<file path="src/rtl/gpca_op_sequencer_pkg.sv">
// rtl/gpca_op_sequencer_pkg.sv - shared constants and types for the gpca operation sequencer
// Purpose: opcode encodings, FSM state encoding, array B/C pattern constants and array field widths.
// Ports: none (package).
package gpca_op_sequencer_pkg;

   localparam int P_W   = 5;    // array P field
   localparam int A_W   = 10;   // array A field
   localparam int BC_W  = 7;    // array B and C fields
   localparam int F_W   = 5;    // array F output
   localparam int S_W   = 11;   // array S output, also result width
   localparam int OPA_W = 10;   // request operand a
   localparam int OPB_W = 3;    // request operand b

   localparam logic [1:0] OP_MUL  = 2'b00;
   localparam logic [1:0] OP_SQR  = 2'b01;
   localparam logic [1:0] OP_SQRT = 2'b10;
   localparam logic [1:0] OP_DIV  = 2'b11;

   localparam logic [BC_W-1:0] PAT_ONES_LOW = 7'b0011111;
   localparam logic [BC_W-1:0] PAT_SQ_C     = 7'b0100000;

   localparam logic [S_W-1:0] ERR_DATA = 11'h7FF;

   typedef enum logic [1:0] {
      ST_IDLE    = 2'd0,
      ST_SETTLE  = 2'd1,
      ST_CAPTURE = 2'd2,
      ST_RESP    = 2'd3
   } state_t;

endpackage

</file>
<file path="src/rtl/gpca_op_sequencer_if.sv">
// rtl/gpca_op_sequencer_if.sv - host request/response handshake bundle for the gpca sequencer
// Purpose: groups the request (op/a/b over valid/ready) and response (data/err over valid/ready) signals.
// Signals: req_valid, req_ready, req_op[1:0], req_a[9:0], req_b[2:0],
//          rsp_valid, rsp_ready, rsp_data[10:0], rsp_err.
// Modports: master = host side, slave = sequencer side.
interface gpca_op_sequencer_if;
   import gpca_op_sequencer_pkg::*;

   logic             req_valid;
   logic             req_ready;
   logic [1:0]       req_op;
   logic [OPA_W-1:0] req_a;
   logic [OPB_W-1:0] req_b;
   logic             rsp_valid;
   logic             rsp_ready;
   logic [S_W-1:0]   rsp_data;
   logic             rsp_err;

   modport master (
      output req_valid, req_op, req_a, req_b, rsp_ready,
      input  req_ready, rsp_valid, rsp_data, rsp_err
   );

   modport slave (
      input  req_valid, req_op, req_a, req_b, rsp_ready,
      output req_ready, rsp_valid, rsp_data, rsp_err
   );

endinterface

</file>
<file path="src/rtl/gpca_op_sequencer_operand_fmt.sv">
// rtl/gpca_op_sequencer_operand_fmt.sv - combinational opcode/operand to gpca input formatter
// Purpose: maps op/a/b onto the array mode and field inputs X, P, A, B, C.
// Ports: op[1:0], a[9:0], b[2:0] in; x, p[4:0], a_fmt[9:0], b_fmt[6:0], c_fmt[6:0] out.
module gpca_op_sequencer_operand_fmt
   import gpca_op_sequencer_pkg::*;
(
   input  logic [1:0]       op,
   input  logic [OPA_W-1:0] a,
   input  logic [OPB_W-1:0] b,
   output logic             x,
   output logic [P_W-1:0]   p,
   output logic [A_W-1:0]   a_fmt,
   output logic [BC_W-1:0]  b_fmt,
   output logic [BC_W-1:0]  c_fmt
);

   always_comb begin
      x     = 1'b0;
      p     = '0;
      a_fmt = '0;
      b_fmt = '0;
      c_fmt = '0;
      case (op)
         OP_MUL: begin
            p     = a[4:0];
            b_fmt = {b, 4'b0000};
            c_fmt = {b, 4'b0000};
         end
         OP_SQR: begin
            p     = a[4:0];
            b_fmt = PAT_ONES_LOW;
            c_fmt = PAT_SQ_C;
         end
         OP_SQRT: begin
            x     = 1'b1;
            a_fmt = a;
            b_fmt = PAT_ONES_LOW;
            c_fmt = PAT_SQ_C;
         end
         default: begin
            // divide: dividend sits in the top six bits of A
            x     = 1'b1;
            a_fmt = {a[5:0], 4'b0000};
            b_fmt = {b, 4'b0000};
            c_fmt = {b, 4'b0000};
         end
      endcase
   end

endmodule

</file>
<file path="src/rtl/gpca_op_sequencer.sv">
// rtl/gpca_op_sequencer.sv - drives a combinational gpca array from a valid/ready request stream
// Purpose: accepts op+operands, holds formatted array inputs for SETTLE_CYCLES, captures F/S,
//          returns the result over valid/ready.
// Ports: clk, rst (sync, active high); host (gpca_op_sequencer_if.slave: req_*/rsp_*);
//        gpca_X, gpca_P[4:0], gpca_A[9:0], gpca_B[6:0], gpca_C[6:0] out; gpca_F[4:0], gpca_S[10:0] in.
// Config: GPCA_SEQ_DIVZERO_CHECK_EN enables the divide-by-zero short-circuit and rsp_err.
module gpca_op_sequencer
   import gpca_op_sequencer_pkg::*;
#(
   parameter int SETTLE_CYCLES = 4,
   parameter int CNT_W         = 3
) (
   input  logic            clk,
   input  logic            rst,
   gpca_op_sequencer_if.slave host,
   output logic            gpca_X,
   output logic [P_W-1:0]  gpca_P,
   output logic [A_W-1:0]  gpca_A,
   output logic [BC_W-1:0] gpca_B,
   output logic [BC_W-1:0] gpca_C,
   input  logic [F_W-1:0]  gpca_F,
   input  logic [S_W-1:0]  gpca_S
);

   state_t           state;
   state_t           state_nxt;
   logic [CNT_W-1:0] cnt;
   logic             cnt_last;
   logic             accept;
   logic             div_zero;
   logic [S_W-1:0]   data_q;

   logic             fmt_x;
   logic [P_W-1:0]   fmt_p;
   logic [A_W-1:0]   fmt_a;
   logic [BC_W-1:0]  fmt_b;
   logic [BC_W-1:0]  fmt_c;

   gpca_op_sequencer_operand_fmt u_fmt (
      .op    (host.req_op),
      .a     (host.req_a),
      .b     (host.req_b),
      .x     (fmt_x),
      .p     (fmt_p),
      .a_fmt (fmt_a),
      .b_fmt (fmt_b),
      .c_fmt (fmt_c)
   );

   assign accept         = host.req_valid && (state == ST_IDLE);
   assign cnt_last       = (cnt == CNT_W'(SETTLE_CYCLES - 1));
   assign host.req_ready = (state == ST_IDLE);
   assign host.rsp_valid = (state == ST_RESP);
   assign host.rsp_data  = data_q;

`ifdef GPCA_SEQ_DIVZERO_CHECK_EN
   logic err_q;

   assign div_zero = (host.req_op == OP_DIV) && (host.req_b == '0);

   // error flag only changes on accept, so it stays stable through a stalled response
   always_ff @(posedge clk) begin
      if (rst) begin
         err_q <= 1'b0;
      end else if (accept) begin
         err_q <= div_zero;
      end
   end

   assign host.rsp_err = err_q;
`else
   assign div_zero     = 1'b0;
   assign host.rsp_err = 1'b0;
`endif

   always_ff @(posedge clk) begin
      if (rst) begin
         state <= ST_IDLE;
      end else begin
         state <= state_nxt;
      end
   end

   always_comb begin
      state_nxt = state;
      case (state)
         ST_IDLE: begin
            if (accept) begin
               state_nxt = div_zero ? ST_RESP : ST_SETTLE;
            end
         end
         ST_SETTLE: begin
            if (cnt_last) begin
               state_nxt = ST_CAPTURE;
            end
         end
         ST_CAPTURE: begin
            state_nxt = ST_RESP;
         end
         default: begin
            if (host.rsp_ready) begin
               state_nxt = ST_IDLE;
            end
         end
      endcase
   end

   // Array inputs are registered on accept and held until the response is consumed,
   // so the combinational array never sees a change while it settles.
   always_ff @(posedge clk) begin
      if (rst) begin
         cnt    <= '0;
         data_q <= '0;
         gpca_X <= 1'b0;
         gpca_P <= '0;
         gpca_A <= '0;
         gpca_B <= '0;
         gpca_C <= '0;
      end else begin
         case (state)
            ST_IDLE: begin
               if (accept) begin
                  cnt <= '0;
                  if (div_zero) begin
                     data_q <= ERR_DATA;
                  end else begin
                     gpca_X <= fmt_x;
                     gpca_P <= fmt_p;
                     gpca_A <= fmt_a;
                     gpca_B <= fmt_b;
                     gpca_C <= fmt_c;
                  end
               end
            end
            ST_SETTLE: begin
               if (!cnt_last) begin
                  cnt <= cnt + 1'b1;
               end
            end
            ST_CAPTURE: begin
               // root/quotient modes report on F, product modes on S
               data_q <= gpca_X ? {{(S_W-F_W){1'b0}}, gpca_F} : gpca_S;
            end
            default: begin
               if (host.rsp_ready) begin
                  gpca_X <= 1'b0;
                  gpca_P <= '0;
                  gpca_A <= '0;
                  gpca_B <= '0;
                  gpca_C <= '0;
               end
            end
         endcase
      end
   end

endmodule

</file>
<file path="src/flat_wrapper.sv">
// flat-port wrapper written by rule: the top's interface ports become plain ports
module gpca_op_sequencer_flat import gpca_op_sequencer_pkg::*;
#(
   parameter int SETTLE_CYCLES = 4,
   parameter int CNT_W         = 3
)
  (clk, rst, gpca_X, gpca_P, gpca_A, gpca_B, gpca_C, gpca_F, gpca_S, host_req_valid, host_req_op, host_req_a, host_req_b, host_rsp_ready, host_req_ready, host_rsp_valid, host_rsp_data, host_rsp_err);
  gpca_op_sequencer_if host_i ();
  input  logic clk;
  input  logic rst;
  output logic gpca_X;
  output logic [P_W-1:0] gpca_P;
  output logic [A_W-1:0] gpca_A;
  output logic [BC_W-1:0] gpca_B;
  output logic [BC_W-1:0] gpca_C;
  input  logic [F_W-1:0] gpca_F;
  input  logic [S_W-1:0] gpca_S;
  input wire logic [$bits(host_i.req_valid)-1:0] host_req_valid;
  input wire logic [$bits(host_i.req_op)-1:0] host_req_op;
  input wire logic [$bits(host_i.req_a)-1:0] host_req_a;
  input wire logic [$bits(host_i.req_b)-1:0] host_req_b;
  input wire logic [$bits(host_i.rsp_ready)-1:0] host_rsp_ready;
  output wire logic [$bits(host_i.req_ready)-1:0] host_req_ready;
  output wire logic [$bits(host_i.rsp_valid)-1:0] host_rsp_valid;
  output wire logic [$bits(host_i.rsp_data)-1:0] host_rsp_data;
  output wire logic [$bits(host_i.rsp_err)-1:0] host_rsp_err;
  assign host_i.req_valid = host_req_valid;
  assign host_i.req_op = host_req_op;
  assign host_i.req_a = host_req_a;
  assign host_i.req_b = host_req_b;
  assign host_i.rsp_ready = host_rsp_ready;
  assign host_req_ready = host_i.req_ready;
  assign host_rsp_valid = host_i.rsp_valid;
  assign host_rsp_data = host_i.rsp_data;
  assign host_rsp_err = host_i.rsp_err;
  gpca_op_sequencer #(.SETTLE_CYCLES(SETTLE_CYCLES), .CNT_W(CNT_W)) u_core (.clk(clk), .rst(rst), .host(host_i), .gpca_X(gpca_X), .gpca_P(gpca_P), .gpca_A(gpca_A), .gpca_B(gpca_B), .gpca_C(gpca_C), .gpca_F(gpca_F), .gpca_S(gpca_S));
endmodule
</file>
<file path="config.mk">
export PLATFORM = sky130hd
export DESIGN_NAME = gpca_op_sequencer_flat
export DESIGN_NICKNAME = d
export VERILOG_FILES = /design/src/rtl/gpca_op_sequencer_pkg.sv /design/src/rtl/gpca_op_sequencer_if.sv /design/src/rtl/gpca_op_sequencer_operand_fmt.sv /design/src/rtl/gpca_op_sequencer.sv /design/src/flat_wrapper.sv
export SDC_FILE = /design/constraint.sdc
export NUM_CORES = 1
export LEC_CHECK = 0
export BUFFER_PORTS_ARGS = -buffer_cell sky130_fd_sc_hd__buf_2
export CAP_MARGIN = 20
export CORE_MARGIN = 2
export CORE_UTILIZATION = 51
export DETAILED_ROUTE_END_ITERATION = 10
export HOLD_SLACK_MARGIN = 0.03
export PLACE_DENSITY = 0.82
export SETUP_SLACK_MARGIN = 0.5
export SKIP_CTS_REPAIR_TIMING = 1
export SYNTH_ARGS = -nofsm -noshare
export SYNTH_HDL_FRONTEND = slang
export SYNTH_SLANG_ARGS = --single-unit
</file>
<file path="constraint.sdc">
create_clock -name clk -period 5.5 [get_ports clk]
set_clock_uncertainty 0.1 [all_clocks]
set_input_delay 0.825 -clock clk [delete_from_list [all_inputs] [get_ports clk]]
set_output_delay 0.825 -clock clk [all_outputs]
set_load 0.02 [all_outputs]
</file>
* After elaboration in Yosys (flattened, before gate mapping)
Index checks and enable logic that the tools add are counted.
Storage, ports and cells: bits in registers 46, logic and storage cells 58
Cells by class: add/sub/neg operators 1, equal/unequal tests 9, muxes and demuxes 27, bitwise operators 1, reduce and logical (&&, ||, !) cells 12
Operators with widths (count):
- 10-bit case mux with 2 select lines | 2
- 7-bit two-way mux | 5
- 7-bit case mux with 2 select lines | 2
- 10-bit two-way mux | 2
- 5-bit two-way mux | 3
- 11-bit two-way mux | 1
- 5-bit case mux with 2 select lines | 1
- 3-bit AND reduction | 3
- 2-bit == test (second input constant) | 3
- 2-bit two-way mux | 3
- 3-bit two-way mux | 2
- 2-bit case mux with 3 select lines | 1
- 3-bit case mux with 2 select lines | 1
- 2-bit OR reduction | 3
- 2-bit by 1-bit == test with 1-bit output (second input constant) | 2
- 2-bit logical NOT | 2
- 2-bit by 1-bit inequality test with 1-bit output (second input constant) | 2
- 2-bit nonzero test | 2
- 4-bit nonzero test | 1
- 3-bit by 1-bit adder with 3-bit output (second input constant) | 1
- 3-bit by 2-bit == test with 1-bit output (second input constant) | 1
- 1-bit two-way mux | 3
- 2-bit inequality test (second input constant) | 1
- 1-bit case mux with 2 select lines | 1
- other kinds (2) | 2

* Depth between registers and ports, before layout
Gate-level depths: netlist of run 1.
depth in word-level cells 5, mapped depth 7, mapped depth without buffers 5

* Hierarchy
A second synthesis of run 1 with hierarchy kept.
Second synthesis, totals: cells, all modules 208, area, all modules 2104.5 um^2
By module, submodules not included:
- gpca_op_sequencer | times used 1, cells an instance 158, area an instance 1790.5 um^2, sequential area each 920.9 um^2
- gpca_op_sequencer_operand_fmt | times used 1, cells an instance 50, area an instance 314.1 um^2, sequential area each 0.0 um^2

* Least setup slack after synthesis of run 1
OpenSTA, ideal clock, no wires.
path kind reg2reg, start point register u_core.state[0], end point register u_core.state[0], data arrival time 1.694 ns, required time 5.330 ns, path slack 3.636 ns, cell stages (with the launch flop) 7, path buffers 1, clock period less this slack 1.864 ns, cell sequence dfxtp_1 -> inv_1 -> ha_1 -> buf_6 -> nor2b_1 -> or4_1 -> a21oi_1
Between the ends: cells in the longest elaborated chain, start to end 4
RTL lines:
- from (decl) | RTL line gpca_op_sequencer.sv:25 | state_t state;
- from (signal assigned) | RTL line gpca_op_sequencer.sv:80 | state <= state_nxt;
- 2-bit logical NOT *
- via host_req_ready | RTL line flat_wrapper.sv:23 | output wire logic [$bits(host_i.req_ready)-1:0] host_req_ready;
- 1-bit logical AND | RTL line gpca_op_sequencer.sv:50 | assign accept = host.req_valid && (state == ST_IDLE);
- 2-bit by 1-bit inequality test with 1-bit output (no line)
- 3-bit AND reduction (no line)
The timed path passes the listed nets; every way through them passes the cells marked *. A chain may end at the register's enable or synchronous reset.

* Final worst setup path of run 1
start point register u_core.state[1], end point output port host_req_ready
Between the ends: cells in the longest elaborated chain, start to end 1
RTL lines:
- 2-bit logical NOT | RTL line gpca_op_sequencer.sv:52 | assign host.req_ready = (state == ST_IDLE);
- to (decl) | RTL line flat_wrapper.sv:23
Every way passes these cells.

==> results by group, run 1 <==
Drt
  – ANT nets after route: 0
  – Vias post-DR: between 1,500 and 2,000
  – Routed WL per cell: about 13 µm
  – Vias per inst: 5.18
  – First-pass DRT Iterations: 4
  – DRT Wirelength: just over 4000 µm
  – DRC errors left: 0
  – DRT iter0 DRCs: 57

Placement
  – Worst slack at placement: ~3.2 ns
  – DP HPWL: between 3000 and 4000 µm
  – GPL Wtd Cong: approximately 0.83
  – Number of buffers inserted by port buffering: 73

Synthesis
  – Mapped Cells: 216
  – Cell area after synthesis: about 0.0019 mm²
  – Syn_area_per_cell: 8.83 µm²
  – Seq/Total Area, Yosys: 0.399
  – Synth Warn #: 0
  – Synthesized flop and latch total: 38
  – Yosys cell types: 38

STA
  – Hold Vio Cnt, Final: 0
  – Pins over their slew limit: 0
  – Unrepaired setup endpoints after global routing: false
  – Fmax: between 400 and 500 MHz
  – Slew HR: 0.463
  – Final setup vio count: 0
  – Setup WS post-layout: between 3 and 4 ns
  – Fin crit share: 0.440
  – Slew @ Worst Pin: ~0.8 ns
  – Final TNS setup: 0 ns
  – Crit path time final: 2.42 ns

Setup path
  – Crit. Startpoint: u_core.state[1]$_SDFFE_PP0P_
  – FF-to-FF path depth: 5
  – CP Launch Type: flop
  – Req. time, crit path: 4.58 ns
  – Crit path kind: flop to primary output
  – Critical-path maximum fanout: 16
  – Crit path DAT: about 1.5 ns
  – Reg-to-reg startpoint: u_core.state[1]$_SDFFE_PP0P_
  – CP endpoint kind: primary output

Global routing
  – GRT Util Overall: 0.196
  – First-pass GRT wire length: 6510 µm
  – Largest net degree at the start of global routing: 28
  – Antenna violations before repair: 0
  – Vias in the first global route: roughly 1,500
  – Met3 GRT Util: 0.0514
  – Most used routing layer: met2
  – Met1 Resource Use GR: 0.250
  – Grt ovf: 0
  – GR Layer Usage met2: 0.316

Clock network
  – Clk root buf: clkbuf_8
  – CTS Buffer Depth: 2
  – Clk_lat worst skew: between 0.2 and 0.3 ns
  – Clk sink count: 38
  – Worst-path clk slew: approximately 0.080 ns
  – CTS tree: done
  – CTS H-tree lvls: 2
  – Num CTS Buffers: 5

Floorplanning
  – Site row count: 22
  – Io pins: 79
  – Horiz. Die Dim: 65.2 µm
  – Die H: 65.2 µm
  – Initial Util: 0.525
  – Die area: roughly 0.0042 mm²
  – Core ar.: 0.00363 mm²

Min path
  – HP Class: flop to flop
  – Worst hold path startpoint: u_core.gpca_P[2]$_SDFFE_PP0P_
  – Hold-critical path depth: 2

Power and ir drop
  – Logic pwr share: 0.464
  – Worst-case vdd ir drop: 262 µV
  – Sequential group share of total power: 0.351
  – Pint: 610 µW
  – Sw power: about 450 µW
  – Pleak: 0.00114 µW
  – Switch share: 0.425
  – Clock power share: 0.185
  – PD cells: approximately 460 mW/mm²

Outcome
  – Status: finished clean

Final layout
  – Ant. Diodes: 0
  – P&R area growth vs syn: 20.8%
  – Leading cell type in the layout, fill and taps excluded: buf_2
  – Most frequent cells in the layout: 73 x buf_2, 38 x dfxtp_1, 18 x nand2_1, 18 x a21oi_1, 17 x o21ai_0
  – Layout cell share with drive strength beyond 1: 0.301
  – # nets final: 325
  – Fillers: between 300 and 400

Run
  – MaxCap Viol Count: 0
## cells in the mapped netlist
cell,n,area (µm²)
conb_1,1,3.75
o31ai_1,1,7.51
inv_1,6,22.5
o2111ai_1,2,17.5
nand4_1,2,12.5
mux2i_1,12,120
o311ai_0,1,8.76
o21bai_1,1,7.51
o21ai_0,17,85.1
buf_4,9,67.6
clkbuf_1,6,22.5
and3_1,5,31.3
or4b_1,2,20.0
nor2_2,1,6.26
nand3_1,9,45.0
buf_2,2,10.0
a41o_1,2,20.0
dfxtp_1,38,761
nand2_1,18,67.6
buf_1,2,7.51
or4_1,1,7.51
o41ai_1,1,8.76
or3_1,1,6.26
buf_6,2,22.5
mux2_2,1,11.3
a21oi_2,1,8.76
clkbuf_2,1,5.00
a22o_1,7,61.3
a21oi_1,18,90.1
o211a_1,2,20.0
nor2b_1,11,68.8
or2_2,1,6.26
nor3_1,1,5.00
ha_1,12,150
nor2_1,12,45.0
a211oi_1,5,37.5
clkinv_1,1,3.75
and2_1,1,6.26
## sequential cells by signal (all words and copies together) (netlist names)
name                  count
u_core.state              2
u_core.gpca_C             3
u_core.gpca_B             3
u_core.gpca_A            10
u_core.host.rsp_data     11
u_core.gpca_P             5
u_core.cnt                3
u_core.gpca_X             1
## kinds of logic (layout without fill, tap and decap cells)
| logic type | Yosys count | in the layout | share of synthesized area |
|---|---|---|---|
| buffers and inverters | 29 | 88 | 0.0846 |
| DFF | 38 | 38 | 0.399 |
| muxes | 13 | 13 | 0.0689 |
| adders and majority gates | 12 | 12 | 0.0787 |
| other | 1 | 5 | 0.00197 |
| AOI/OAI and AO/OA | 58 | 58 | 0.195 |
| and+or+nand+nor | 65 | 65 | 0.172 |
## routing by layer
| layer | share of wire | up-vias | wire length, µm |
|---|---|---|---|
| met5 | 0 | - | 0 |
| met4 | 0.019 | 0 | 76 |
| met3 | 0.070 | 7 | 287 |
| met2 | 0.45 | 52 | 1860 |
| met1 | 0.46 | 765 | 1870 |
| li1 | - | 871 | - |
## worst paths after layout
path / to / slack (ns)
min: u_core.gpca_P[2]$_SDFFE_PP0P_ / 0.36
max: host_req_ready / 3.08
max reg2reg: u_core.gpca_C[4]$_SDFFE_PP0P_ / 3.13
min reg2reg: u_core.gpca_P[2]$_SDFFE_PP0P_ / 0.36
## through the flow
step	std cells	hold WS, ns	util	power [µW]	area, µm²
after global placement	319	0.350	0.609	858	2210
after CTS	327	0.364	0.634	1060	2300
after global routing	327	0.381	0.634	1140	2300
after detailed placement	319	0.349	0.609	868	2210
after floorplan	220	0.350	-	782	1920
final	327	0.357	0.634	1060	2300
## cell type report
| class | instances | area [µm²] | share of cell area |
|---|---|---|---|
| multi-input combinational | 153 | 1000 | 0.434 |
| tap | 48 | 60.1 | 0.0261 |
| timing repair buffer | 73 | 365 | 0.159 |
| inverter | 7 | 26.3 | 0.0114 |
| clock inverter | 1 | 5.00 | 0.00217 |
| sequential | 38 | 761 | 0.330 |
| clock buffer | 7 | 86.3 | 0.0375 |
## critical path, cell delays in order, from the launching register on
cell	delay (ns)
dfxtp_1	0.35
inv_1	0.11
ha_1	0.48
buf_2	0.27
## power groups by stage
| stage | Clock (µW) | Combinational, µW | Sequential, µW |
|---|---|---|---|
| after floorplan | 0 | 351 | 431 |
| after global placement | 0 | 481 | 377 |
| after detailed placement | 0 | 488 | 379 |
| after CTS | 197 | 491 | 374 |
| after global routing | 207 | 546 | 382 |
| final | 196 | 491 | 373 |
No activity file was read; power rests on OpenSTA's default activity.
==> inputs of run 2 (changes only) <==
--- a/config.mk
+++ b/config.mk
@@ -8,10 +8,10 @@
 export BUFFER_PORTS_ARGS = -buffer_cell sky130_fd_sc_hd__buf_2
 export CAP_MARGIN = 20
 export CORE_MARGIN = 2
-export CORE_UTILIZATION = 51
+export CORE_UTILIZATION = 48
 export DETAILED_ROUTE_END_ITERATION = 10
 export HOLD_SLACK_MARGIN = 0.03
-export PLACE_DENSITY = 0.82
+export PLACE_DENSITY = 0.78
 export SETUP_SLACK_MARGIN = 0.5
 export SKIP_CTS_REPAIR_TIMING = 1
 export SYNTH_ARGS = -nofsm -noshare
==> constraint.sdc (replaced) <==
create_clock -name clk -period 2.4 [get_ports clk]
set_clock_uncertainty 0.1 [all_clocks]
set_input_delay 0.36 -clock clk [delete_from_list [all_inputs] [get_ports clk]]
set_output_delay 0.36 -clock clk [all_outputs]
set_load 0.02 [all_outputs]
==> run 2 against run 1 <==
  * Via count increased by 4.5%
  * Design area increased by 4.0%
  * Sequential share of layout area decreased by 1.2 points
  * Setup slack got worse by 2.5 ns
  * Cell count increased by 1.8%
  * Sequential power increased by 130%
  * Clock-buffer cell count decreased by 2
  * Sequential cell count unchanged
  * Critical path depth increased by 2
  * Worst hold slack got worse by 0.16 ns
  * Largest power group unchanged
==> results by group, run 2 (same netlist as run 1, synthesis figures left out) <==
Outcome
  – Status: finished clean

Final layout
  – Layout cell share with drive strength beyond 1: 0.337
  – Register Area: 763 µm²
  – Leading cell type in the layout, fill and taps excluded: buf_2
  – Most frequent cells in the layout: 73 x buf_2, 36 x dfxtp_1, 18 x nand2_1, 18 x a21oi_1, 17 x o21ai_0
  – Final instance area: around 0.0024 mm²
  – Ant. Diodes: 0
  – Fillers: 340
  – Max FFs per register: 11
  – Area occupied by multi-input gates: approximately 0.0010 mm²
  – # nets final: roughly 330
  – P&R area growth vs syn: 25.6%

Min path
  – Hold-critical path depth: 3
  – HP Class: input pin to flop
  – Worst hold path startpoint: gpca_S[8]
  – Worst hold endpoint: u_core.host.rsp_data[8]$_SDFFE_PP0N_

Drt
  – Routed WL per cell: between 10 and 15 µm
  – Vias per inst: roughly 5.3
  – DRC errors left: 0
  – DRT iter0 DRCs: between 80 and 90
  – Vias post-DR: 1,771
  – DRT Wirelength: roughly 4500 µm
  – ANT nets after route: 0
  – First-pass DRT Iterations: 4

STA
  – Fin crit share: 0.754
  – Unrepaired setup endpoints after global routing: false
  – Final TNS setup: 0 ns
  – Hold Vio Cnt, Final: 0
  – Fmax: roughly 550 MHz
  – Slew @ Worst Pin: 0.563 ns
  – Slew HR: 0.625
  – Final setup vio count: 0
  – Pins over their slew limit: 0
  – Crit path time final: 1.81 ns

Setup path
  – Worst r2r dst: u_core.state[1]$_SDFFE_PP0P_
  – R2R setup slack: just under 0.6 ns
  – CP top delay family: buffers and inverters
  – Critical-path top delay cell: o41ai_1
  – CP Cell Sequence: inv_1, ha_4, clkinvlp_4, buf_4, o41ai_1
  – CP bufs+invs: 3
  – CP endpoint kind: flop
  – Req. time, crit path: about 2.5 ns
  – FF-to-FF path depth: 5
  – Critical-path maximum fanout: 13
  – Reg-to-reg startpoint: u_core.state[1]$_SDFFE_PP0P_
  – CP Launch Type: flop
  – Crit path DAT: approximately 1.9 ns
  – Crit path kind: flop to flop
  – Crit-path max cell delay: 0.40 ns

Clock network
  – Num CTS Buffers: 5
  – CTS H-tree lvls: 2
  – Clk root buf: clkbuf_8
  – Clk_lat worst skew: between 0.2 and 0.3 ns
  – CTS Buffer Depth: 2
  – Worst-path clk slew: 0.08 ns
  – CTS tree: done
  – Clk sink count: 38

Floorplanning
  – Io pins: slightly below 80
  – Initial Util: 0.510
  – Die area: between 0.004 and 0.005 mm²
  – Die H: 67.1 µm
  – Core ar.: 0.00374 mm²
  – Horiz. Die Dim: around 67 µm
  – Site row count: 22

Global routing
  – First-pass GRT wire length: around 6700 µm
  – GRT Util Overall: 0.198
  – Grt ovf: 0
  – Vias in the first global route: about 1,500
  – Largest net degree at the start of global routing: 28
  – Antenna violations before repair: 0

Placement
  – Placed inst area: 0.00223 mm²
  – GPL Wtd Cong: 0.808
  – DP HPWL: 3230 µm
  – Number of buffers inserted by port buffering: 73

Run
  – MaxCap Viol Count: 0

Power and ir drop
  – Worst-case vdd ir drop: around 730 µV
  – Pleak: around 0.0012 µW
  – PD cells: between 1000 and 1500 mW/mm²
[run 2: report_power, final]
part / internal [µW] / switching (µW)
logic: 549 / 795
clock network: 306 / 221
registers: 768 / 95.8
total: 1620 / 1110
[run 2: worst max-delay path by stage]
stage               depth (start not counted)                            end                    startpoint  slack [ns]
floorplan                                   6   u_core.state[0]$_SDFFE_PP0P_  u_core.state[0]$_SDFFE_PP0P_        0.54
global placement                            5  u_core.gpca_A[5]$_SDFFE_PP0P_  u_core.state[1]$_SDFFE_PP0P_        0.45
detailed placement                          5     u_core.gpca_X$_SDFFE_PP0P_  u_core.state[1]$_SDFFE_PP0P_        0.34
CTS                                         5  u_core.gpca_A[6]$_SDFFE_PP0P_  u_core.state[1]$_SDFFE_PP0P_        0.33
global route                                5   u_core.state[1]$_SDFFE_PP0P_  u_core.state[1]$_SDFFE_PP0P_        0.49
finish                                      5   u_core.state[1]$_SDFFE_PP0P_  u_core.state[1]$_SDFFE_PP0P_        0.59
[run 2: cell type report]
class	count	area share
Multi-Input combinational cell	153	0.427
Sequential cell	38	0.319
Clock buffer	5	0.0287
Tap cell	48	0.0251
Timing Repair Buffer	79	0.171
Clock inverter	3	0.0167
Inverter	7	0.0125
[run 2: worst min-delay path: cells and delay by family]
| kind | cells | cell delay [ns] |
|---|---|---|
| buffers and inverters | 1 | 0.08 |
| AOI/OAI and AO/OA | 1 | 0.05 |
| and+or+nand+nor | 1 | 0.07 |
[run 2: per-stage QoR]
step	util	power (µW)	hold WS, ns	worst slack, ns	cells
6_report	0.640	2730	0.192	0.590	333
5_1_grt	0.640	2910	0.191	0.491	333
4_1_cts	0.624	2550	0.194	0.330	329
3_5_place_dp	0.595	2020	0.354	0.344	321
3_3_place_gp	0.595	1990	0.347	0.450	321
2_1_floorplan	-	1790	0.350	0.536	220
[run 2: metal layers]
metal,share of wire,vias up,global-route usage
li1,-,885,-
met1,0.44,821,0.240
met2,0.48,59,0.322
met3,0.068,6,0.0726
met4,0.0096,0,0.0638
met5,0,-,0
==> inputs of run 3 (changes only) <==
--- a/config.mk
+++ b/config.mk
@@ -8,10 +8,10 @@
 export BUFFER_PORTS_ARGS = -buffer_cell sky130_fd_sc_hd__buf_2
 export CAP_MARGIN = 20
 export CORE_MARGIN = 2
-export CORE_UTILIZATION = 48
+export CORE_UTILIZATION = 43
 export DETAILED_ROUTE_END_ITERATION = 10
 export HOLD_SLACK_MARGIN = 0.03
-export PLACE_DENSITY = 0.78
+export PLACE_DENSITY = 0.74
 export SETUP_SLACK_MARGIN = 0.5
 export SKIP_CTS_REPAIR_TIMING = 1
 export SYNTH_ARGS = -nofsm -noshare
==> constraint.sdc (replaced) <==
create_clock -name clk -period 1.61 [get_ports clk]
set_clock_uncertainty 0.1 [all_clocks]
set_input_delay 0.2415 -clock clk [delete_from_list [all_inputs] [get_ports clk]]
set_output_delay 0.2415 -clock clk [all_outputs]
set_load 0.02 [all_outputs]
==> run 3 against run 2 <==
  * The run now ends with setup timing left
  * Routed wire length grew 11%
  * Setup slack lost 0.65 ns
  * First-iteration DRC count shrank 4.9%
  * Clock-buffer cell count grew 1
  * Utilization grew 2.1 points
  * Non-clock buffer count grew 13
  * Largest cell class unchanged
  * Critical path depth is the same
  * Cell count grew 5.1%
  * Highest routed layer unchanged
==> results by group, run 3 (same netlist as run 1, synthesis figures left out) <==
Global routing
  – Met1 Resource Use GR: 0.225
  – Grt ovf: 0
  – GR Layer Usage met2: 0.288
  – Met3 GRT Util: 0.0470
  – Largest net degree at the start of global routing: 21
  – GRT Util Overall: 0.176
  – Most used routing layer: met2
  – Vias in the first global route: between 1,500 and 2,000
  – First-pass GRT wire length: between 7000 and 8000 µm
  – Antenna violations before repair: 0

Floorplanning
  – Die area: between 0.004 and 0.005 mm²
  – Die H: 70.6 µm
  – Core ar.: about 0.0043 mm²
  – Initial Util: 0.441
  – Horiz. Die Dim: approximately 71 µm
  – Io pins: between 70 and 80
  – Site row count: 24

Min path
  – Worst hold path startpoint: gpca_S[5]
  – HP Class: input pin to flop
  – Hold-critical path depth: 3
  – Worst hold endpoint: u_core.host.rsp_data[5]$_SDFFE_PP0N_

STA
  – Fin crit share: 1.04
  – Unrepaired setup endpoints after global routing: true
  – Setup WS post-layout: -0.0636 ns
  – Final setup vio count: 3
  – Pins over their slew limit: 0
  – Crit path time final: 1.67 ns
  – Hold Vio Cnt, Final: 0
  – Final TNS setup: -0.0959 ns
  – Fmax: ~600 MHz

Drt
  – DRT Wirelength: approximately 5000 µm
  – Vias per inst: slightly above 5
  – First-pass DRT Iterations: 5
  – DRT iter0 DRCs: a little under 80
  – DRC errors left: 0
  – ANT nets after route: 0
  – Routed WL per cell: about 14 µm
  – Vias post-DR: 1,819

Clock network
  – Clk sink count: 38
  – CTS Buffer Depth: 2
  – Worst-path clk slew: approximately 0.080 ns
  – Clk_lat worst skew: a little under 0.3 ns
  – Clk root buf: clkbuf_8
  – Num CTS Buffers: 5
  – CTS tree: done
  – CTS H-tree lvls: 2

Setup path
  – R2R setup slack: -0.06 ns
  – Req. time, crit path: approximately 1.7 ns
  – Worst r2r dst: u_core.cnt[0]$_SDFFE_PP0P_
  – Reg-to-reg startpoint: u_core.cnt[0]$_SDFFE_PP0P_
  – CP Launch Type: flop
  – CP endpoint kind: flop
  – FF-to-FF path depth: 5
  – Crit path kind: flop to flop
  – Critical-path maximum fanout: 6
  – Crit path DAT: 1.79 ns

Final layout
  – P&R area growth vs syn: 49.8%
  – Fillers: 352
  – Most frequent cells in the layout: 41 x buf_6, 34 x buf_2, 34 x dfxtp_2
  – Leading cell type in the layout, fill and taps excluded: buf_6
  – Ant. Diodes: 0
  – Final core occ: 0.661
  – # nets final: about 340
  – Layout cell share with drive strength beyond 1: 0.517
  – Max FFs per register: 11

Run
  – MaxCap Viol Count: 0

Placement
  – Worst slack at placement: -0.0672 ns
  – GPL Wtd Cong: between 0.7 and 0.8
  – DP HPWL: approximately 3300 µm
  – Number of buffers inserted by port buffering: 73

Outcome
  – Status: complete, but fails checks
  – Failing checks: setup timing

Power and ir drop
  – Pleak: ~0.0013 µW
  – PD cells: between 1500 and 2000 mW/mm²
  – Worst-case vdd ir drop: 829 µV
[run 3: cell types whose count changed in the layout (fill, tap and decap cells not counted), sizes merged]
cell      previous run  this run
buf                 79        91
bufinv               1         0
clkbuf               5         7
inv                  5         7
clkinvlp             1         0
clkinv               3         2
[run 3: how the worst max path moves through the flow]
stage                                             to                    startpoint  slack [ns]
after global placement    u_core.cnt[2]$_SDFFE_PP0P_    u_core.cnt[0]$_SDFFE_PP0P_       -0.02
after CTS                 u_core.cnt[2]$_SDFFE_PP0P_    u_core.cnt[0]$_SDFFE_PP0P_        -0.1
after floorplan           u_core.cnt[2]$_SDFFE_PP0P_  u_core.state[1]$_SDFFE_PP0P_       -0.01
final                     u_core.cnt[0]$_SDFFE_PP0P_    u_core.cnt[0]$_SDFFE_PP0P_       -0.06
after detailed placement  u_core.cnt[2]$_SDFFE_PP0P_    u_core.cnt[0]$_SDFFE_PP0P_       -0.07
after global routing      u_core.cnt[0]$_SDFFE_PP0P_  u_core.state[0]$_SDFFE_PP0P_       -0.12
[run 3: area by class of cell]
type	instances	area (µm²)	area share
clock inverter	2	11.3	0.00394
inverter	7	31.3	0.0109
clock buffer	6	82.6	0.0289
timing repair buffer	92	769	0.269
multi-input combinational	153	1080	0.379
tap	52	65.1	0.0228
sequential	38	815	0.285
[run 3: power by group]
part / switching (µW) / internal (µW)
registers: 177 / 1190
logic: 1300 / 1340
clock network: 352 / 345
[run 3: layer usage]
layer  up-vias  share of wire
li1        915              -
met1       834           0.42
met2        58           0.51
met3        12          0.051
met4         0          0.020
met5         -              0
[run 3: per-stage QoR]
stage	total power, µW	cell area, µm²	hold slack [ns]	instances
after floorplan	2790	1970	0.281	220
after CTS	4170	2470	0.0713	345
after detailed placement	3460	2380	0.353	337
after global placement	3420	2380	0.343	337
final	4710	2860	0.0738	350
after global routing	4980	2860	0.0681	350
[run 3: critical path: stages, from the launching register on]
cell     delay, ns
dfxtp_2       0.34
ha_4          0.16
ha_4          0.16
and2_4        0.15
or4b_1        0.51
a21oi_1       0.18
